### src/rtl/i2c_pkg.sv
// Shared types and constants for the 16-bit-pointer I2C register writer.
// Latency: n/a (types, constants and pure functions only).
// Backpressure: n/a.
package i2c_pkg;

  localparam int ADDR_W      = 8;
  localparam int PTR_W       = 16;
  localparam int DATA_W      = 16;
  localparam int MAX_PAYLOAD = 4;
  localparam int SHIFT_W     = ADDR_W + PTR_W + DATA_W;

  typedef enum logic [2:0] {
    S_IDLE,
    S_ST_A,
    S_ST_B,
    S_BIT,
    S_ACK,
    S_SP_A,
    S_SP_B,
    S_SP_C
  } state_t;

  typedef enum logic [1:0] {
    PH_Q0,
    PH_Q1,
    PH_Q2,
    PH_Q3
  } phase_t;

  // 0 is promoted to a single byte; anything above the payload limit is capped.
  function automatic logic [2:0] clamp_byte_num(input logic [2:0] n);
    if (n == 3'd0) return 3'd1;
    if (n > 3'(MAX_PAYLOAD)) return 3'(MAX_PAYLOAD);
    return n;
  endfunction

  // Line levels {scl, sda} for a given state/phase; b is the current data bit.
  function automatic logic [1:0] line_levels(input state_t s, input phase_t p, input logic b);
    logic scl_hi;
    scl_hi = (p == PH_Q2) || (p == PH_Q3);
    case (s)
      S_IDLE:  return 2'b11;
      S_ST_A:  return 2'b11;
      S_ST_B:  return 2'b10;
      S_BIT:   return {scl_hi, b};
      S_ACK:   return {scl_hi, 1'b1};
      S_SP_A:  return 2'b00;
      S_SP_B:  return 2'b10;
      S_SP_C:  return 2'b11;
      default: return 2'b11;
    endcase
  endfunction

endpackage

### src/rtl/i2c_quarter_tick.sv
// Quarter-bit divider: one-cycle tick every CLK_DIV+1 cycles while run is high.
// Latency: first tick CLK_DIV cycles after run rises; counter held at 0 while run is low.
// Backpressure: with I2C_WR_CLK_STRETCH_EN, holds in the stretch window while synced SCL reads low.
// Ports: clk, rst_n (async active-low), run, stretch_window (q2 of BIT/ACK),
//        scl_in (SCL pad, only used with I2C_WR_CLK_STRETCH_EN), tick (out).
module i2c_quarter_tick #(
  parameter int CLK_DIV     = 31,
  parameter int SYNC_STAGES = 2
) (
  input  logic clk,
  input  logic rst_n,
  input  logic run,
  input  logic stretch_window,
  input  logic scl_in,
  output logic tick
);

  localparam int CW = (CLK_DIV < 1) ? 1 : $clog2(CLK_DIV + 1);
  localparam logic [CW-1:0] CNT_MAX = CW'(CLK_DIV);

  logic [CW-1:0] cnt;
  logic          hold;

`ifdef I2C_WR_CLK_STRETCH_EN
  logic [SYNC_STAGES-1:0] scl_pipe;

  always_ff @(posedge clk or negedge rst_n) begin
    if (!rst_n) begin
      scl_pipe <= '1;
    end else begin
      scl_pipe[0] <= scl_in;
      for (int i = 1; i < SYNC_STAGES; i++) scl_pipe[i] <= scl_pipe[i-1];
    end
  end

  // A slave holding SCL low freezes the quarter, including its terminal tick.
  assign hold = stretch_window && !scl_pipe[SYNC_STAGES-1];
`else
  logic unused_stretch;
  assign unused_stretch = stretch_window ^ scl_in;
  assign hold           = 1'b0;
`endif

  always_ff @(posedge clk or negedge rst_n) begin
    if (!rst_n) begin
      cnt <= '0;
    end else if (!run) begin
      cnt <= '0;
    end else if (hold) begin
      cnt <= cnt;
    end else if (cnt == CNT_MAX) begin
      cnt <= '0;
    end else begin
      cnt <= cnt + 1'b1;
    end
  end

  assign tick = run && !hold && (cnt == CNT_MAX);

endmodule

### src/rtl/i2c_reg16_writer.sv
// I2C master: START, address byte, 1-4 payload bytes from {pointer, data}, ACK checks, STOP.
// Latency: DONE at cycle Q*(CLK_DIV+1)+1 after GO, Q = 2 + 36*(bytes incl. address) + 3 quarters.
// Backpressure: GO honoured only in IDLE (not in the DONE cycle); NACK aborts straight to STOP.
// Ports: CLK_50, RESET_N (async active-low), GO, SLAVE_ADDR, POINTER, WDATA, BYTE_NUM,
//        SDA_I, SCL_I -> SDA_O, SCL_O (1 = release), BUSY, DONE, ACK_ERR (sticky), END_OK.
// Optional: define I2C_WR_CLK_STRETCH_EN to honour slave clock stretching via SCL_I.
module i2c_reg16_writer
  import i2c_pkg::*;
#(
  parameter int CLK_DIV     = 31,
  parameter int SYNC_STAGES = 2
) (
  input  logic              CLK_50,
  input  logic              RESET_N,
  input  logic              GO,
  input  logic [ADDR_W-1:0] SLAVE_ADDR,
  input  logic [PTR_W-1:0]  POINTER,
  input  logic [DATA_W-1:0] WDATA,
  input  logic [2:0]        BYTE_NUM,
  input  logic              SDA_I,
  input  logic              SCL_I,
  output logic              SDA_O,
  output logic              SCL_O,
  output logic              BUSY,
  output logic              DONE,
  output logic              ACK_ERR,
  output logic              END_OK
);

  state_t             state, state_n;
  phase_t             phase, phase_n;
  logic [2:0]         bit_cnt, bit_cnt_n;
  logic [2:0]         byte_cnt, byte_cnt_n;
  logic [2:0]         nbytes, nbytes_n;
  logic [SHIFT_W-1:0] shreg, shreg_n;
  logic               busy, busy_n;
  logic               done, done_n;
  logic               ack_err, ack_err_n;
  logic               sda_q, scl_q;
  logic [1:0]         lines_n;
  logic               tick;
  logic               stretch_window;
  logic [SYNC_STAGES-1:0] sda_pipe;
  logic               sda_in;

  always_ff @(posedge CLK_50 or negedge RESET_N) begin
    if (!RESET_N) begin
      sda_pipe <= '1;
    end else begin
      sda_pipe[0] <= SDA_I;
      for (int i = 1; i < SYNC_STAGES; i++) sda_pipe[i] <= sda_pipe[i-1];
    end
  end

  assign sda_in = sda_pipe[SYNC_STAGES-1];

  assign stretch_window = ((state == S_BIT) || (state == S_ACK)) && (phase == PH_Q2);

  i2c_quarter_tick #(
    .CLK_DIV     (CLK_DIV),
    .SYNC_STAGES (SYNC_STAGES)
  ) u_tick (
    .clk            (CLK_50),
    .rst_n          (RESET_N),
    .run            (busy),
    .stretch_window (stretch_window),
    .scl_in         (SCL_I),
    .tick           (tick)
  );

  always_ff @(posedge CLK_50 or negedge RESET_N) begin
    if (!RESET_N) begin
      state    <= S_IDLE;
      phase    <= PH_Q0;
      bit_cnt  <= '0;
      byte_cnt <= '0;
      nbytes   <= '0;
      shreg    <= '0;
      busy     <= 1'b0;
      done     <= 1'b0;
      ack_err  <= 1'b0;
      scl_q    <= 1'b1;
      sda_q    <= 1'b1;
    end else begin
      state    <= state_n;
      phase    <= phase_n;
      bit_cnt  <= bit_cnt_n;
      byte_cnt <= byte_cnt_n;
      nbytes   <= nbytes_n;
      shreg    <= shreg_n;
      busy     <= busy_n;
      done     <= done_n;
      ack_err  <= ack_err_n;
      scl_q    <= lines_n[1];
      sda_q    <= lines_n[0];
    end
  end

  always_comb begin
    state_n    = state;
    phase_n    = phase;
    bit_cnt_n  = bit_cnt;
    byte_cnt_n = byte_cnt;
    nbytes_n   = nbytes;
    shreg_n    = shreg;
    busy_n     = busy;
    done_n     = 1'b0;
    ack_err_n  = ack_err;

    case (state)
      S_IDLE: begin
        // The DONE cycle is already IDLE, but a GO there is deliberately dropped.
        if (GO && !done) begin
          state_n    = S_ST_A;
          phase_n    = PH_Q0;
          bit_cnt_n  = '0;
          byte_cnt_n = '0;
          nbytes_n   = clamp_byte_num(BYTE_NUM);
          shreg_n    = {SLAVE_ADDR & 8'hFE, POINTER, WDATA};
          busy_n     = 1'b1;
          ack_err_n  = 1'b0;
        end
      end
      S_ST_A: if (tick) state_n = S_ST_B;
      S_ST_B: begin
        if (tick) begin
          state_n   = S_BIT;
          phase_n   = PH_Q0;
          bit_cnt_n = '0;
        end
      end
      S_BIT: begin
        if (tick) begin
          if (phase != PH_Q3) begin
            phase_n = phase_t'(phase + 2'd1);
          end else begin
            // Shift at the end of q3 so the next bit appears on SDA in q0.
            phase_n = PH_Q0;
            shreg_n = {shreg[SHIFT_W-2:0], 1'b0};
            if (bit_cnt == 3'd7) begin
              state_n   = S_ACK;
              bit_cnt_n = '0;
            end else begin
              bit_cnt_n = bit_cnt + 3'd1;
            end
          end
        end
      end
      S_ACK: begin
        if (tick) begin
          case (phase)
            PH_Q2: begin
              if (sda_in) ack_err_n = 1'b1;
              phase_n = PH_Q3;
            end
            PH_Q3: begin
              phase_n = PH_Q0;
              // byte_cnt 0 is the address byte, so the last payload byte is index nbytes.
              if (ack_err || (byte_cnt == nbytes)) begin
                state_n = S_SP_A;
              end else begin
                state_n    = S_BIT;
                byte_cnt_n = byte_cnt + 3'd1;
              end
            end
            default: phase_n = phase_t'(phase + 2'd1);
          endcase
        end
      end
      S_SP_A: if (tick) state_n = S_SP_B;
      S_SP_B: if (tick) state_n = S_SP_C;
      S_SP_C: begin
        if (tick) begin
          state_n = S_IDLE;
          busy_n  = 1'b0;
          done_n  = 1'b1;
        end
      end
      default: begin
        state_n = S_IDLE;
        busy_n  = 1'b0;
      end
    endcase

    // Pad levels are registered alongside the state they belong to.
    lines_n = line_levels(state_n, phase_n, shreg_n[SHIFT_W-1]);
  end

  assign SDA_O   = sda_q;
  assign SCL_O   = scl_q;
  assign BUSY    = busy;
  assign DONE    = done;
  assign ACK_ERR = ack_err;
  assign END_OK  = ~busy;

endmodule

### config.mk
export PLATFORM = sky130hd
export DESIGN_NAME = i2c_reg16_writer
export DESIGN_NICKNAME = d
export VERILOG_FILES = /design/src/rtl/i2c_pkg.sv /design/src/rtl/i2c_quarter_tick.sv /design/src/rtl/i2c_reg16_writer.sv
export SDC_FILE = /design/constraint.sdc
export NUM_CORES = 1
export LEC_CHECK = 0
export ABC_AREA = 1
export CELL_PAD_IN_SITES_DETAIL_PLACEMENT = 0
export CELL_PAD_IN_SITES_GLOBAL_PLACEMENT = 1
export CORE_ASPECT_RATIO = 0.75
export CORE_UTILIZATION = 42
export CTS_BUF_LIST = sky130_fd_sc_hd__clkbuf_8
export DETAILED_ROUTE_END_ITERATION = 6
export GPL_TIMING_DRIVEN = 0
export PLACE_DENSITY = 0.94
export SYNTH_ARGS = -nofsm -noshare
export SYNTH_HDL_FRONTEND = slang
export SYNTH_SLANG_ARGS = --single-unit
### constraint.sdc
create_clock -name CLK_50 -period 2.7 [get_ports CLK_50]
set_input_delay 0.54 -clock CLK_50 [delete_from_list [all_inputs] [get_ports CLK_50]]
set_output_delay 0.54 -clock CLK_50 [all_outputs]
set_load 0.005 [all_outputs]
Word-level counts from Yosys, hierarchy flattened
Index checks and enable logic that the tools add are counted.
Word-level totals
  input bits: 48
  output and inout bits: 6
  ROM bits: 0
  word-level logic and storage cells: 130
  memories kept: 0
  bits in registers: 66
  RAM bits: 0
  latch bits: 0
Cells by class
  multiply operators: 0
  reduce and logical (&&, ||, !) cells: 20
  shift-type cells: 0
  bitwise logic cells: 1
  $add $sub $neg: 4
  muxes and demuxes: 58
  order comparisons: 1
  equality and inequality tests: 32
  divide/modulo/power cells: 0
Operators by type and width (count)
  $mux 40: 3
  $pmux 40 s2: 1
  $mux 3: 24
  $eq 3x3->1 const B: 9
  $pmux 3 s8: 1
  $ne 2x2->1 const B: 9
  $mux 1: 15
  $reduce_and 5->1: 3
  $eq 3x2->1 const B: 4
  $mux 2: 5
  $mux 5: 2
  $pmux 2 s5: 1
  $logic_not 3->1: 3
  $pmux 3 s3: 1
  $eq 2x2->1 const B: 4
  $pmux 2 s4: 1
  $add 3x1->3 const B: 2
  $eq 3x1->1 const B: 2
  $pmux 3 s2: 1
  $reduce_bool 2->1: 3
  $add 5x1->5 const B: 1
  $eq 5x5->1 const B: 1
  $ne 2x1->1 const B: 2
  $pmux 1 s2: 2
  other kinds (14): 16

Longest topological paths before layout
Gate-level depths: netlist of the first run.
  word-level depth: 9
  mapped depth: 16
  gate-level depth less buffers: 16

Cells and area by module
From an unflattened synthesis of the first run, not the netlist that was laid out.
Unflattened totals
  cell total of the unflattened synthesis: 355
  area total of the unflattened synthesis: 3229.3 um^2
Modules (own cells, without submodules)
  i2c_reg16_writer: times used 1, seq. area each 1531.5 um^2, area each 2990.4 um^2, cells each 329
  i2c_quarter_tick: times used 1, seq. area each 125.1 um^2, area each 239.0 um^2, cells each 26

Worst setup path after synthesis of the first run
No wires, ideal clock.
  path type: register -> register
  from: register u_tick.cnt[0]
  to: register scl_q (netlist: SCL_O)
  arrival time: 1.813 ns
  required time: 2.624 ns
  period minus slack after synthesis: 1.889 ns
  buffers on the path: 1
  stages on the path, launching flop included: 17
  slack: 0.811 ns
  library setup time: 0.076 ns
  cells stage by stage: dfrtp_1 ha_1 nand2_1 nor2_1 ha_1 nand2_2 buf_6 inv_2 nand3_1 a21oi_2 nand3_2 nand2_2 nand2_2 nand2_1 inv_1 nand2_1 nand2_1
On the way
  longest elaborated chain between the ends: 7
  elaborated cells between the ends (all ways): 28
  those cells by class: eq/ne: 10; mux: 13; reduce/logical: 5
RTL lines
  start: declaration: line i2c_quarter_tick.sv:21  | logic [CW-1:0] cnt;
  start signal: assignment: line i2c_quarter_tick.sv:50  | cnt <= cnt;
  start signal: assignment: line i2c_quarter_tick.sv:54  | cnt <= cnt + 1'b1;
  $eq 5x5->1 *: line i2c_quarter_tick.sv:58  | assign tick = run && !hold && (cnt == CNT_MAX);
  $logic_and 1x1->1 *: line i2c_quarter_tick.sv:58
  $mux 3, or another cell as far along: line i2c_reg16_writer.sv:173  | if (tick) begin
  $pmux 3 s8 *: line i2c_reg16_writer.sv:110  | case (state)
  net state_n[1]: line i2c_reg16_writer.sv:30  | state_t state, state_n;
  $eq 3x3->1, or another cell as far along: line i2c_pkg.sv:41  | case (s)
  $reduce_or 3->1 (no line) or $reduce_or 2->1 (tied branches)
  $pmux 2 s5 *: line i2c_pkg.sv:41
  net lines_n[1]: line i2c_reg16_writer.sv:40  | logic [1:0] lines_n;
  end signal: assignment: line i2c_reg16_writer.sv:94  | scl_q <= lines_n[1];
  end: declaration: line i2c_reg16_writer.sv:39  | logic sda_q, scl_q;
Mark *: on every way through the listed nets, which the timed path passes. The rest lies on a longest branch.
A chain may end at the register's enable or synchronous reset.

Final worst setup path of the first run
Same ends and word-level chain as after synthesis.

==> flow_metrics.tcl, run 1 <==
set metrics [dict create \
    drive_gt1_share_pct 15.1 \
    core_area_um2 7400 \
    routedWlPerCell_um 13.5 \
    grt_pass1_wl_um 12100 \
    holdWs_ns 0.285 \
    fin_worst_skew_ns 0.00874 \
    critPathArrivalTime_ns 2.47 \
    dr.pass1.iters 4 \
    post-synth-top-count-cell "nand2_1" \
    dieHeight_um 78.2 \
    holdCritPathClass "primary input to asynchronous set/reset pin" \
    gp_congestion 0.842 \
    synthArstFlopShare_pct 100 \
    fmax_mhz 455 \
    hold_buffers 0 \
    ys_seq_elements 66 \
    drc 0 \
    placed_cells 515 \
    multi_input_area_um2 1370 \
    clk_pin_slew_ns 0.08 \
    synth_edf_count 0 \
    cts.sinks 66 \
    yosys_warnings 0 \
    worstSetupStartpoint "u_tick.cnt[0]" \
    cts_buffers 9 \
    p_per_area_nw_per_um2 503 \
    clockPowerShare_pct 40.6 \
    initial_core_util_pct 43.9 \
    diodes 0 \
    setup_slack_ns 0.501 \
    final_util_pct 55.1 \
    fin_crit_sh_pct 81.4 \
    critical_path_class "flip-flop to flip-flop" \
    nets 480 \
    htree_levels 3 \
    finalHoldViolCount 0 \
    synth.area.top_cells "dfrtp_1 (48%), nand2_1 (13%), a22oi_1 (8.6%), dfstp_2 (3.2%), inv_1 (2.9%)" \
    status "finished clean" \
    synth_top_area_share_pct 47.8 \
    drv_slew 0 \
    seqPwrFrac_pct 51.0 \
    syn_inst 363 \
    die-area_um2 8090 \
    pwr-share-comb_pct 8.4 \
    min_period_ns 2.20 \
    root_buffer "clkbuf_8" \
    seq_area_um2 1660 \
    rsz0062_at_grt "false" \
    fin_cells 531 \
    drt_iter0_drc 142 \
    synth_area_um2 3250 \
    required_ns 2.97 \
    syn-num-nets 418 \
    start_kind "flip-flop" \
    via_per_inst 5.00 \
    grt_overflow 0 \
    area.growth.synth_to_final_pct 25.5 \
    routed_wl_um 7150 \
    max_slew_margin_pct 44.8 \
    power.total_w 0.00205 \
    num_vias 2657 \
    grt_max_degree 67 \
    cts_buffer_depth 2 \
    ir_worst_vdd_v 0.000241 \
    endpoint_kind "flip-flop" \
    p_switching_w 0.000484 \
    seq_area_frac_synth_pct 51.0 \
    leakage_nw 2.07 \
    intPower_w 0.00157 \
    ys.flop_type "dfrtp_1" \
    post-dp-hpwl_um 4940 \
    ant_nets 0 \
    cap_violations 0 \
    fp-row-count 27 \
    worst_pin_slew_ns 0.827 \
    cts_setup_buffers 0 \
    fillers 679 \
    cts_tree "built" \
    swShare_pct 23.6 \
    setup_viol 0 \
    cts-resized-gates 0 \
    io_pins 54 \
    portBuffers 51 \
    antenna_found_initial 0 \
    yosysTopAreaCell "dfrtp_1" \
    die_w_um 104 \
    clk-insertion-delay-late_ns 0.35 \
    cp_max_fo 10 \
    grt_pass1_vias 2577 \
    synth_top_cells_by_count "nand2_1 (114), dfrtp_1 (62), a22oi_1 (37)" \
    r2r_start "u_tick.cnt[0]" \
    gr-usage-all-layers_pct 18.9 \
    pre_cts_ws_ns 0.311 \
    synth_cell_type_count 37 \
    synth_area_per_cell_um2 8.95 \
]
==> flip-flops by register name (all words and copies together) (netlist names) <==
register    cells
DONE            1
BUSY            1
SDA_O           1
shreg          40
state           3
ACK_ERR         1
sda_pipe        2
bit_cnt         3
byte_cnt        3
u_tick.cnt      5
nbytes          3
SCL_O           1
phase           2
==> worst max-delay path, cell delays in order (launching register included) <==
cell     delay, ns
dfrtp_1       0.38
ha_1          0.17
nand2_1       0.07
nor2_1        0.10
ha_1          0.19
nand2_2       0.09
buf_6         0.16
inv_2         0.10
nand3_1       0.09
a21oi_2       0.25
nand3_2       0.13
nand2_2       0.15
nand2_2       0.07
nand2_1       0.06
inv_1         0.03
nand2_1       0.04
nand2_1       0.05
==> path summary, 6_finish.rpt <==
| path | endpoint | slack, ns | cells past startpoint |
|---|---|---|---|
| worst max register to register | SCL_O | 0.50 | 16 |
| min in group CLK_50 | sda_pipe[1] | 0.35 | 0 |
| worst min-delay path | DONE | 0.29 | 1 |
| worst min register to register | sda_pipe[1] | 0.35 | 0 |
| worst max-delay path | SCL_O | 0.50 | 16 |
| max in group asynchronous | shreg[3] | 1.87 | 1 |
==> layer usage <==
metal  track usage, %  vias to the layer above  share of wire (%)
met2             28.1                       60                 43
met4             5.22                        0               0.97
met5                0                        -                  0
met3             5.73                        8                4.9
li1                 -                     1327                  -
met1             26.6                     1262                 51
==> power by group through the flow <==
stage	clock network (W)	registers [W]	logic, W
floorplan	0	0.00106	0.0000669
global placement	0	0.00106	0.000166
detailed placement	0	0.00106	0.000170
CTS	0.000850	0.00105	0.000175
global route	0.000894	0.00105	0.000193
finish	0.000831	0.00105	0.000172
==> kinds of logic after synthesis <==
| logic type | after synthesis | share of synthesized area [%] |
|---|---|---|
| buf+inv | 48 | 6.82 |
| compound gates | 68 | 14.2 |
| xor+xnor | 1 | 0.270 |
| fa+ha+maj | 7 | 2.70 |
| simple gates | 173 | 25.0 |
| flops | 66 | 51.0 |
==> per-stage QoR <==
stage	TNS, ns	cell area, µm²
after floorplan	0	3250
after global placement	-73.42	3880
after detailed placement	0	3880
after CTS	0	4080
after global routing	0	4080
final	0	4080
==> layout by cell type, fill, tap and decap left out, drive strengths merged, types with 7 or more instances in the layout <==
cell	count
nand2	119
dfrtp	62
inv	33
o21ai	13
clkdlybuf4s50	50
nand3	16
buf	13
clkbuf	12
a22oi	37
nor2	28
ha	7
a21oi	11
==> final cells by class <==
cell class              count  area share, %
flip-flops and latches     66           40.6
multi-input cells         249           33.6
repair buffers             51           12.5
clock buffers              10           3.38
inverters                  34           3.13
well taps                 101           3.10
plain buffers              14           2.30
clock inverters             6           1.41
(Power assumes the default switching activity.)
==> run 2: changes to the inputs <==
CORE_UTILIZATION = 38   (was 42)
PLACE_DENSITY = 0.9   (was 0.94)
clock period = 2 ns   (was 2.7 ns; I/O delays follow)
==> flow_metrics.tcl, run 2 (synthesis results as in run 1) <==
set metrics [dict create \
    clk-insertion-delay-late_ns 0.34 \
    grt_pass1_vias 2564 \
    fp-row-count 28 \
    place_area_um2 3890 \
    cts_buffer_depth 2 \
    fin_crit_sh_pct 101 \
    drive_gt1_share_pct 25.0 \
    critical_path_class "flip-flop to flip-flop" \
    cap_violations 0 \
    drt_iter0_drc 192 \
    cp_slowest_stage_delay_ns 0.36 \
    fmax_mhz 493 \
    diodes 0 \
    seq_area_um2 1660 \
    largest_register_ffs 40 \
    drv_slew 0 \
    holdCritPathClass "primary input to asynchronous set/reset pin" \
    cts_buffers 9 \
    io_pins 54 \
    gp_congestion 0.836 \
    die-area_um2 8920 \
    grt_pass1_wl_um 12200 \
    endpoint "SCL_O" \
    gr-usage-all-layers_pct 18.1 \
    cp_max_fo 8 \
    cts_tree "built" \
    fin_worst_skew_ns 0.00497 \
    leakage_nw 2.20 \
    r2r_cells 16 \
    reg2reg_setup_slack_ns -0.03 \
    portBuffers 51 \
    initial_core_util_pct 40.1 \
    required_ns 2.27 \
    critPathArrivalTime_ns 2.30 \
    multi_input_area_um2 1490 \
    endpoint_kind "flip-flop" \
    finalHoldViolCount 0 \
    cts.sinks 66 \
    routed_wl_um 7670 \
    grt_max_degree 67 \
    routedWlPerCell_um 14.0 \
    via_per_inst 5.02 \
    p_per_area_nw_per_um2 627 \
    r2r_start "u_tick.cnt[0]" \
    ant_nets 0 \
    path_cells "ha_2 -> nand2_2 -> nor2_2 -> ha_2 -> nand2_4 -> buf_8 -> inv_6 -> nand3_2 -> a21oi_2 -> nand3_2 -> nand2_4 -> nand2_2 -> nand2_1 -> inv_1 -> nand2_1 -> nand2_2" \
    start_kind "flip-flop" \
    nets 496 \
    largestRegisters "shreg: 40 flops, u_tick.cnt: 5 flops" \
    die_w_um 109 \
    grt_overflow 0 \
    power.total_w 0.00278 \
    final_area_um2 4440 \
    root_buffer "clkbuf_8" \
    drc 0 \
    clk_pin_slew_ns 0.07 \
    dr.pass1.iters 4 \
    final_cell_mix "nand2_1 (99), dfrtp_1 (62), clkdlybuf4s50_1 (50), a22oi_1 (33), inv_1 (26)" \
    worstSetupStartpoint "u_tick.cnt[0]" \
    setup_viol 2 \
    htree_levels 3 \
    pre_cts_ws_ns -0.261 \
    core_area_um2 8090 \
    fin_setup_tns_ns -0.0569 \
    slowest_stage "dfrtp_1" \
    fillers 750 \
    area.growth.synth_to_final_pct 36.6 \
    ir_worst_vdd_v 0.000382 \
    final_common_cell "nand2_1" \
    rsz0062_at_grt "true" \
    post-dp-hpwl_um 5210 \
    top_register "shreg" \
    setup_slack_ns -0.0291 \
    num_vias 2758 \
    worst_pin_slew_ns 0.824 \
    dieHeight_um 82.1 \
    min_period_ns 2.03 \
    reg2reg_to "SCL_O" \
    crit_top_cell "nand2_2" \
    violations "negative setup slack" \
    max_slew_margin_pct 45.1 \
    antenna_found_initial 0 \
    status "finished with violations" \
]
-- run 2: cell count changes in the layout (fill, tap and decap cells not counted), sizes merged --
cell and delta:
buf +13, clkbuf +4, clkinv -4, clkinvlp +1
-- run 2: final cells by class --
class,instances,area share (%)
multi-input combinational,249,33.5
clock buffer,11,3.41
buffer,14,3.27
tap,105,2.96
inverter,34,2.99
sequential,66,37.3
timing repair buffer,67,15.6
clock inverter,3,0.930
-- run 2: worst min path at each step --
stage | end | slack, ns | cells after the start
2_1_floorplan | ACK_ERR | 0.10 | 0
3_3_place_gp | sda_pipe[1] | 0.35 | 0
3_5_place_dp | sda_pipe[1] | 0.35 | 0
4_1_cts | u_tick.cnt[4] | 0.19 | 1
5_1_grt | u_tick.cnt[1] | 0.22 | 1
6_report | u_tick.cnt[1] | 0.15 | 1
-- run 2: timing repair --
item                                    CTS  global route
hold buffers                              0             0
gates cloned                              0             3
endpoints found under the setup margin   36            45
resized for setup                        13            48
setup buffers                             5             8
pin swaps                                 8            17
-- run 2: critical path: cells and delay by family, from the launching register on --
family                   cells  cell delay (ns)
adder cells (fa/ha/maj)      2             0.40
AO/OA/AOI/OAI                1             0.19
flip-flops                   1             0.36
buffers and inverters        3             0.26
AND/OR/NAND/NOR             10             0.76
-- run 2: power breakdown --
group / internal (W) / switching (W)
clock: 0.000626 / 0.000483
combinational: 0.000137 / 0.000123
sequential: 0.00139 / 0.0000301
-- run 2: per-layer routing --
metal	GRT usage, %	up-vias	wire length, µm
met2	26.3	75	3500
met4	5.27	0	65
li1	-	1367	-
met3	5.08	8	469
met5	0	-	0
met1	26.2	1308	3630
-- run 2: per-stage QoR --
stage	cells	utilization (%)	hold WS (ns)
2_1_floorplan	363	-	0.104
3_3_place_gp	519	48.1	0.347
3_5_place_dp	519	48.0	0.348
4_1_cts	538	51.4	0.185
5_1_grt	549	54.8	0.222
6_report	549	54.8	0.149
